$ cat config.mk
export PLATFORM = sky130hd
export DESIGN_NAME = fetch_pc_ctrl
export DESIGN_NICKNAME = d
export VERILOG_FILES = /design/src/rtl/fetch_pkg.sv /design/src/rtl/fetch_prio_enc.sv /design/src/rtl/fetch_pc_ctrl.sv
export SDC_FILE = /design/constraint.sdc
export NUM_CORES = 1
export LEC_CHECK = 0
export CAP_MARGIN = 20
export CORE_MARGIN = 1.5
export CORE_UTILIZATION = 40
export CTS_CLUSTER_DIAMETER = 200
export CTS_CLUSTER_SIZE = 20
export DETAILED_ROUTE_END_ITERATION = 16
export PLACE_DENSITY = 0.89
export RECOVER_POWER = 100
export SYNTH_ARGS = -nofsm -noshare
export SYNTH_HDL_FRONTEND = slang
export SYNTH_HIERARCHICAL = 1
export SYNTH_SLANG_ARGS = --single-unit
$ cat constraint.sdc
create_clock -name clk -period 3 [get_ports clk]
set_input_delay 0.6 -clock clk [delete_from_list [all_inputs] [get_ports clk]]
set_output_delay 0.6 -clock clk [all_outputs]
set_load 0.02 [all_outputs]
$ cat src/rtl/fetch_pkg.sv
// Shared definitions for the fetch-stage PC controller: FSM state encoding,
// redirect source indices (0 = oldest pipeline stage = highest priority)
// and the default PC width.
package fetch_pkg;

  localparam int ADDR_W_DEF = 16;

  typedef enum logic {
    RUN  = 1'b0,
    HOLD = 1'b1
  } fetch_state_e;

  localparam int SRC_MEM = 0;
  localparam int SRC_ALU = 1;
  localparam int SRC_LHI = 2;
  localparam int SRC_BEQ = 3;
  localparam int SRC_JLR = 4;
  localparam int SRC_JAL = 5;

  // 16-bit saturating increment used by the optional statistics counters
  function automatic logic [15:0] sat_inc16(input logic [15:0] v);
    return (v == 16'hFFFF) ? v : v + 16'd1;
  endfunction

endpackage

$ cat src/rtl/fetch_prio_enc.sv
// Lowest-index-wins priority encoder over the redirect request vector.
// Purely combinational: sel is the winning index, any flags a request.
module fetch_prio_enc #(
  parameter int NUM_SRC = 6,
  parameter int SEL_W   = (NUM_SRC > 1) ? $clog2(NUM_SRC) : 1
) (
  input  logic [NUM_SRC-1:0] valid_i,
  output logic [SEL_W-1:0]   sel_o,
  output logic               any_o
);

  // Scan from the lowest priority upward so the lowest set index wins
  always_comb begin
    sel_o = '0;
    any_o = 1'b0;
    for (int i = NUM_SRC - 1; i >= 0; i--) begin
      if (valid_i[i]) begin
        sel_o = SEL_W'(i);
        any_o = 1'b1;
      end
    end
  end

endmodule

$ cat src/rtl/fetch_pc_ctrl.sv
// Fetch-stage program-counter controller: owns the PC, sequential
// increment, prioritised redirect selection, redirect capture across
// stalls, a registered flush pulse naming the applied source, and the
// fetch-valid qualifier.
// Optional build macro FETCH_REDIR_STATS_EN adds saturating counters of
// applied redirects (redir_count) and cycles spent holding a redirect
// (hold_cycles).
module fetch_pc_ctrl
  import fetch_pkg::*;
#(
  parameter int ADDR_W   = ADDR_W_DEF,
  parameter int NUM_SRC  = 6,
  parameter int RESET_PC = 0,
  parameter int INC      = 1,
  parameter int SRC_W    = (NUM_SRC > 1) ? $clog2(NUM_SRC) : 1
) (
  input  logic                      clk,
  input  logic                      reset,
  input  logic                      stall,
  input  logic [NUM_SRC-1:0]        redir_valid,
  input  logic [NUM_SRC*ADDR_W-1:0] redir_target,
  output logic [ADDR_W-1:0]         pc_out,
  output logic [ADDR_W-1:0]         pc_inc,
  output logic                      fetch_valid,
  output logic                      flush,
`ifdef FETCH_REDIR_STATS_EN
  output logic [15:0]               redir_count,
  output logic [15:0]               hold_cycles,
`endif
  output logic [SRC_W-1:0]          flush_src
);

  fetch_state_e      state_q;
  logic [ADDR_W-1:0] pc_q;
  logic [ADDR_W-1:0] pend_pc_q;
  logic [SRC_W-1:0]  pend_src_q;
  logic              flush_q;
  logic [SRC_W-1:0]  flush_src_q;

  logic [SRC_W-1:0]  sel;
  logic              any;
  logic [ADDR_W-1:0] sel_tgt;
  logic              take_new;
  logic              apply_d;
  logic [ADDR_W-1:0] apply_pc_d;
  logic [SRC_W-1:0]  apply_src_d;

  fetch_prio_enc #(
    .NUM_SRC (NUM_SRC),
    .SEL_W   (SRC_W)
  ) u_prio (
    .valid_i (redir_valid),
    .sel_o   (sel),
    .any_o   (any)
  );

  assign sel_tgt = redir_target[sel*ADDR_W +: ADDR_W];
  assign pc_inc  = pc_q + ADDR_W'(INC);

  // Decide which redirect (live winner or captured one) would be applied
  always_comb begin
    take_new    = any && ((state_q == RUN) || (sel <= pend_src_q));
    apply_d     = !stall && ((state_q == HOLD) || any);
    apply_pc_d  = take_new ? sel_tgt : pend_pc_q;
    apply_src_d = take_new ? sel : pend_src_q;
  end

  // PC / redirect FSM with registered flush outputs
  always_ff @(posedge clk) begin
    if (reset) begin
      state_q     <= RUN;
      pc_q        <= ADDR_W'(RESET_PC);
      pend_src_q  <= '0;
      flush_q     <= 1'b0;
      flush_src_q <= '0;
    end else begin
      flush_q     <= apply_d;
      flush_src_q <= apply_d ? apply_src_d : '0;
      case (state_q)
        RUN: begin
          if (!stall) begin
            pc_q <= any ? sel_tgt : pc_inc;
          end else if (any) begin
            pend_pc_q  <= sel_tgt;
            pend_src_q <= sel;
            state_q    <= HOLD;
          end
        end
        HOLD: begin
          if (!stall) begin
            pc_q    <= apply_pc_d;
            state_q <= RUN;
          end else if (take_new) begin
            pend_pc_q  <= sel_tgt;
            pend_src_q <= sel;
          end
        end
        default: state_q <= RUN;
      endcase
    end
  end

  assign pc_out      = pc_q;
  assign flush       = flush_q;
  assign flush_src   = flush_src_q;
  assign fetch_valid = (state_q == RUN) && !flush_q;

`ifdef FETCH_REDIR_STATS_EN
  logic [15:0] redir_count_q;
  logic [15:0] hold_cycles_q;

  // Saturating counters of applied redirects and cycles spent in HOLD
  always_ff @(posedge clk) begin
    if (reset) begin
      redir_count_q <= '0;
      hold_cycles_q <= '0;
    end else begin
      if (apply_d) redir_count_q <= sat_inc16(redir_count_q);
      if (state_q == HOLD) hold_cycles_q <= sat_inc16(hold_cycles_q);
    end
  end

  assign redir_count = redir_count_q;
  assign hold_cycles = hold_cycles_q;
`endif

endmodule

==> run summary <==
DR WL met2 = 5684 µm
Setup slack, reg-to-reg = 0.89 ns
Vias in the first global route = 3,762
RR Startpoint = state_q
Synth cell count leaders = 53 x nor2_1, 32 x nand2_1, 25 x a21oi_1, 24 x dfxtp_1, 22 x mux2i_1
Clock Latency Late Sink = 0.30 ns
Final Core Density = 0.6497
Kind of critical path = primary input to flop
Die W = 95.78 µm
CTS Hold Bufs = 0
Max Fanout on Critical Path = 5
Std-Cell Rows = 33
Hold Crit Class = flop to flop
Clk sink count = 40
Via count = 3,929
Initial antenna violation count = 0
Mapped Cells = 393
Run status = finished clean
Final Max Tran Viols = 0
Final min period = 2.946 ns
Top cells by area, synth = dfxtp_1 14%, edfxtp_1 14%, mux2i_1 6.4%
Syn_nets = 502
Met3 wire length = 1307 µm
Number of flops mapped to enable cells by yosys = 16
Synth Register Bits = 40
Worst hold stages = 2
Pwr Total = 1772 µW
CTS H-Tree Depth = 2
Post-synthesis adder-cell area fraction = 0.01453
Layout Nets = 676
Worst-path clk slew = 0.08 ns
Drt initial violations = 410
Initial core utilization = 0.4170
Overall routing resource usage = 0.2661
Max clock buf depth = 2
Achievable frequency = 339.4 MHz
Slew HR = 0.6469
First-pass GRT wire length = 18,820 µm
Min-delay src = pend_src_q[2]
Hold Fails Final Rpt = 0
Synth Area in Compound Gates = 0.2213
Gr ovfl total = 0
DRT met1 WL = 4737 µm
Worst Hold Path EP = flush_src[2]
Top cell type's share of synthesized area = 0.1395
VDD IR max = 148.8 µV
Crit path max-delay family = buffers and inverters
Storage cell area = 960.9 µm²
Layout cell share with drive strength beyond 1 = 0.1725
Top_reg_cell synth = dfxtp_1
Remaining DRCs = 0
Largest family of logic cells by synthesized area = compound AO/OA/AOI/OAI gates
Post-synth top area cell = dfxtp_1
Highest routed layer = met4
Netlist cell types = 63
Multi-input logic area = 0.002283 mm²
Setup crit start kind = primary input
Slowest CP cell = clkdlybuf4s50_1
Pleak = 0.002083 µW
Synth warn = 6
CORE AREA = 0.008258 mm²
Pre-CTS setup slack = -0.2459 ns
Ys async rst share = 0
Final setup skew = 0.006109 ns
Antenna Nets Post-Route = 0
Synth Cell Area = 0.003443 mm²
Final WS setup = 0.05378 ns
CP Capture Type = flop
Critical path, cell by cell = clkdlybuf4s50_1 -> nor2_1 -> a221oi_4 -> inv_1 -> ha_1 -> nand3_1 -> o211ai_1 -> buf_4 -> o211ai_1 -> buf_4 -> mux2i_1 -> nor2_1
CTS tree = yes
CP arrival = 3.11 ns
Least-Margin Pin Slew = 0.5279 ns
Xor and xnor fraction of the mapped netlist area = 0.03307
Req. time, crit path = 3.17 ns
DR WL/cell = 17.83 µm
Syn Area/Cell = 8.762 µm²
Sequential-to-total area share from yosys stat = 0.2791
Fraction of the mapped netlist area in simple logic gates = 0.2064
Most common cell in the synthesized netlist = nor2_1
Sum Neg Setup Slack = 0 ns
Fill count = 683
Power Dens Cells = 330.2 mW/mm²
R2r endpoint = pend_pc_q[10]
Final wirelength = 12,000 µm
N_diodes = 0
Post-synthesis mux area share = 0.1653
IO buf count = 141
Num CTS Buffers = 5
Top Ports = 142
HPWL after DPL = 9670 µm
Final GP Congestion = 0.8900
Max-cap violations = 0
Die Y = 95.78 µm
Final Cycle Share = 0.9821
R2r worst-path depth = 5
Worst path max stage delay = 0.57 ns
Vias per std cell = 5.838
Area delta synth->final = 55.81%
Worst path bufs/invs = 4
Die area = 0.009174 mm²
Pin count of the biggest net entering global routing = 26
Final setup viols = 0
Root Buffer = clkbuf_8
Drt first pass iters = 6
-- state kept, by name (all words and copies together), names as in the netlist --
name / count
flush: 1
state_q: 1
pend_src_q: 3
pend_pc_q: 16
flush_src: 3
pc_out: 16
-- report_power, final --
part | internal (µW) | leakage (µW) | switching (µW)
clock network | 188 | 0.0000455 | 201
logic | 385 | 0.00169 | 339
registers | 614 | 0.000348 | 45.4
total | 1190 | 0.00208 | 585
-- worst reg2reg max path: stages, from the launching register on --
cell,delay [ns]
dfxtp_1,0.57
buf_4,0.29
nor2_1,0.08
clkbuf_1,0.18
nor3b_1,0.20
clkbuf_2,0.43
-- logic make-up (layout without fill, tap and decap cells) --
kind of cell,Yosys count,after routing
simple gates,136,136
flops,40,40
xor+xnor,13,13
buf+inv,48,222
mux,45,45
fa+ha+maj,4,4
compound gates,107,108
-- routing by layer --
| metal | GRT usage | vias up |
|---|---|---|
| li1 | - | 1827 |
| met1 | 0.3389 | 1799 |
| met2 | 0.4489 | 279 |
| met3 | 0.04739 | 24 |
| met4 | 0.09559 | 0 |
| met5 | 0 | - |
-- area by class of cell --
cell class,instances,area share
multi-input cells,306,0.4256
repair buffers,192,0.3386
flip-flops and latches,40,0.1791
well taps,105,0.02449
clock buffers,8,0.01679
inverters,22,0.01539
-- cell usage in the layout, fill, tap and decap left out, types with 3 or more instances in the layout --
cell and n:
a31oi_1 6, nand3_1 9, buf_4 45, o211ai_1 13, xor2_1 5, nor2_1 53
dlygate4sd3_1 27, mux2i_1 22, xnor2_1 8, nand2b_1 4, nor3_1 6, a22oi_1 5
mux2_2 15, o21ai_1 3, edfxtp_1 16, clkbuf_1 4, a311oi_1 3, or3_1 4
mux4_2 8, nand2_1 32, clkdlybuf4s50_1 112, inv_1 20, dfxtp_1 24, o21ai_0 9
o21a_1 3, o22ai_1 3, a221oi_1 14, a21oi_1 25, ha_1 4, nor2b_1 3
clkbuf_8 6
-- stage by stage --
step | hold slack, ns | std cells | area [µm²]
after floorplan | 0.4490 | 393 | 3466
after global placement | 0.4765 | 662 | 5224
after detailed placement | 0.4855 | 662 | 5224
after CTS | 0.4891 | 670 | 5314
after global routing | 0.5281 | 673 | 5365
final | 0.4982 | 673 | 5365
-- how the worst max path moves through the flow --
stage / startpoint / to / slack [ns] / depth (start not counted)
after floorplan: redir_valid[4] / pend_pc_q[10] / 0.007 / 13
after global placement: redir_valid[1] / pc_out[1] / -0.08 / 9
after detailed placement: redir_valid[1] / pc_out[12] / -0.25 / 8
after CTS: redir_valid[1] / pc_out[12] / 0.07 / 8
after global routing: redir_valid[0] / pc_out[15] / -0.03 / 9
final: redir_valid[3] / pend_src_q[0] / 0.05 / 12
-- what timing repair did --
action,4_1_cts,5_1_grt
resized for setup,0,10
endpoints found under the setup margin,0,25
hold endpoints to repair,0,0
buffers inserted,0,2
No activity file was read; power rests on OpenSTA's default activity.
==> edit, RTL diff (config.mk and constraints unchanged) <==
`NUM_SRC` is set to 6 in 2 places; all go to 12.
--- a/src/rtl/fetch_prio_enc.sv
+++ b/src/rtl/fetch_prio_enc.sv
@@ -1,7 +1,7 @@
 // Lowest-index-wins priority encoder over the redirect request vector.
 // Purely combinational: sel is the winning index, any flags a request.
 module fetch_prio_enc #(
-  parameter int NUM_SRC = 6,
+  parameter int NUM_SRC = 12,
   parameter int SEL_W   = (NUM_SRC > 1) ? $clog2(NUM_SRC) : 1
 ) (
   input  logic [NUM_SRC-1:0] valid_i,
--- a/src/rtl/fetch_pc_ctrl.sv
+++ b/src/rtl/fetch_pc_ctrl.sv
@@ -9,7 +9,7 @@
   import fetch_pkg::*;
 #(
   parameter int ADDR_W   = ADDR_W_DEF,
-  parameter int NUM_SRC  = 6,
+  parameter int NUM_SRC  = 12,
   parameter int RESET_PC = 0,
   parameter int INC      = 1,
   parameter int SRC_W    = (NUM_SRC > 1) ? $clog2(NUM_SRC) : 1
Ports: changed (resized flush_src, redir_target and redir_valid); port bits go from 142 to 245. No check against the original RTL was run, so the function may have changed too.
==> edit against the original RTL <==
Total power is 23% higher. Worst setup slack better by 32 ps. Synthesized area is 24% higher. Final area is 42% higher. Combinational power is 44% higher. Sequential cell count is 2 higher. Non-clock buffer count is 126 higher. Routed wire length is 48% higher. Largest cell class is now buffers.
==> edit: results <==
[outcome]
status = "completed"

[finish]
drive_gt1_share_pct = 22.4
regArea_um2 = 1000
clkCellAreaFrac_pct = 1.40
postLayoutCellArea_um2 = 7600
nFillCells = 728

[route]
drt_pass1_iterations = 7
first_iter_violations = 389
viasPerCell = 5.83
route.vias.total = 5149

[pwr]
p_clk_share_pct = 20.5
seq_power_uw = 687
p_int_uw = 1510
max-vdd-ir-drop_mv = 0.191
leakagePower_uw = 0.00295

[yosys]
synth_nets = 669
synth_top_family_by_area = "multiplexers"
synth_area_leaders = "mux4_2 20%, dfxtp_1 12%, edfxtp_1 11%"
ys_seq_area_share_pct = 23.5

[grt]
first_global_vias = 5168
grt_use_met2_pct = 55.3
grt_max_degree = 31
track_usage_pct = 30.5

[placed_design]
pre_cts_slack_ps = -487
place_area_um2 = 7230

[worst_setup_path]
slowest_delay_ps = 310
crit_start = "redir_valid[11]"
cp_slowest_cell = "nor3_2"
==> edit: changes by cell type after synthesis, moves of 4 or more <==
cell / delta
a31oi_1: +4
o211ai_1: -4
mux4_2: +29
buf_2: +10
mux2_2: -7
nand2_1: +11
nand3_1: +9
nor2_1: -11
o21ai_1: +7
clkbuf_1: +7
nor2b_1: +4
a221oi_1: -9
==> edit: repair_timing <==
item / CTS / global route
buffers inserted: 5 / 10
cloned: 1 / 1
resized for setup: 21 / 26
hold buffers: 0 / 0
setup endpoints to repair: 30 / 34
pin swaps: 8 / 13
==> edit: final timing paths <==
kind	cells after the start	slack (ps)	endpoint
setup / recovery	14	90	pc_out[15]
hold / removal	2	510	pend_src_q[3]
setup reg to reg	4	770	pend_pc_q[12]
hold reg to reg	2	510	pend_src_q[3]
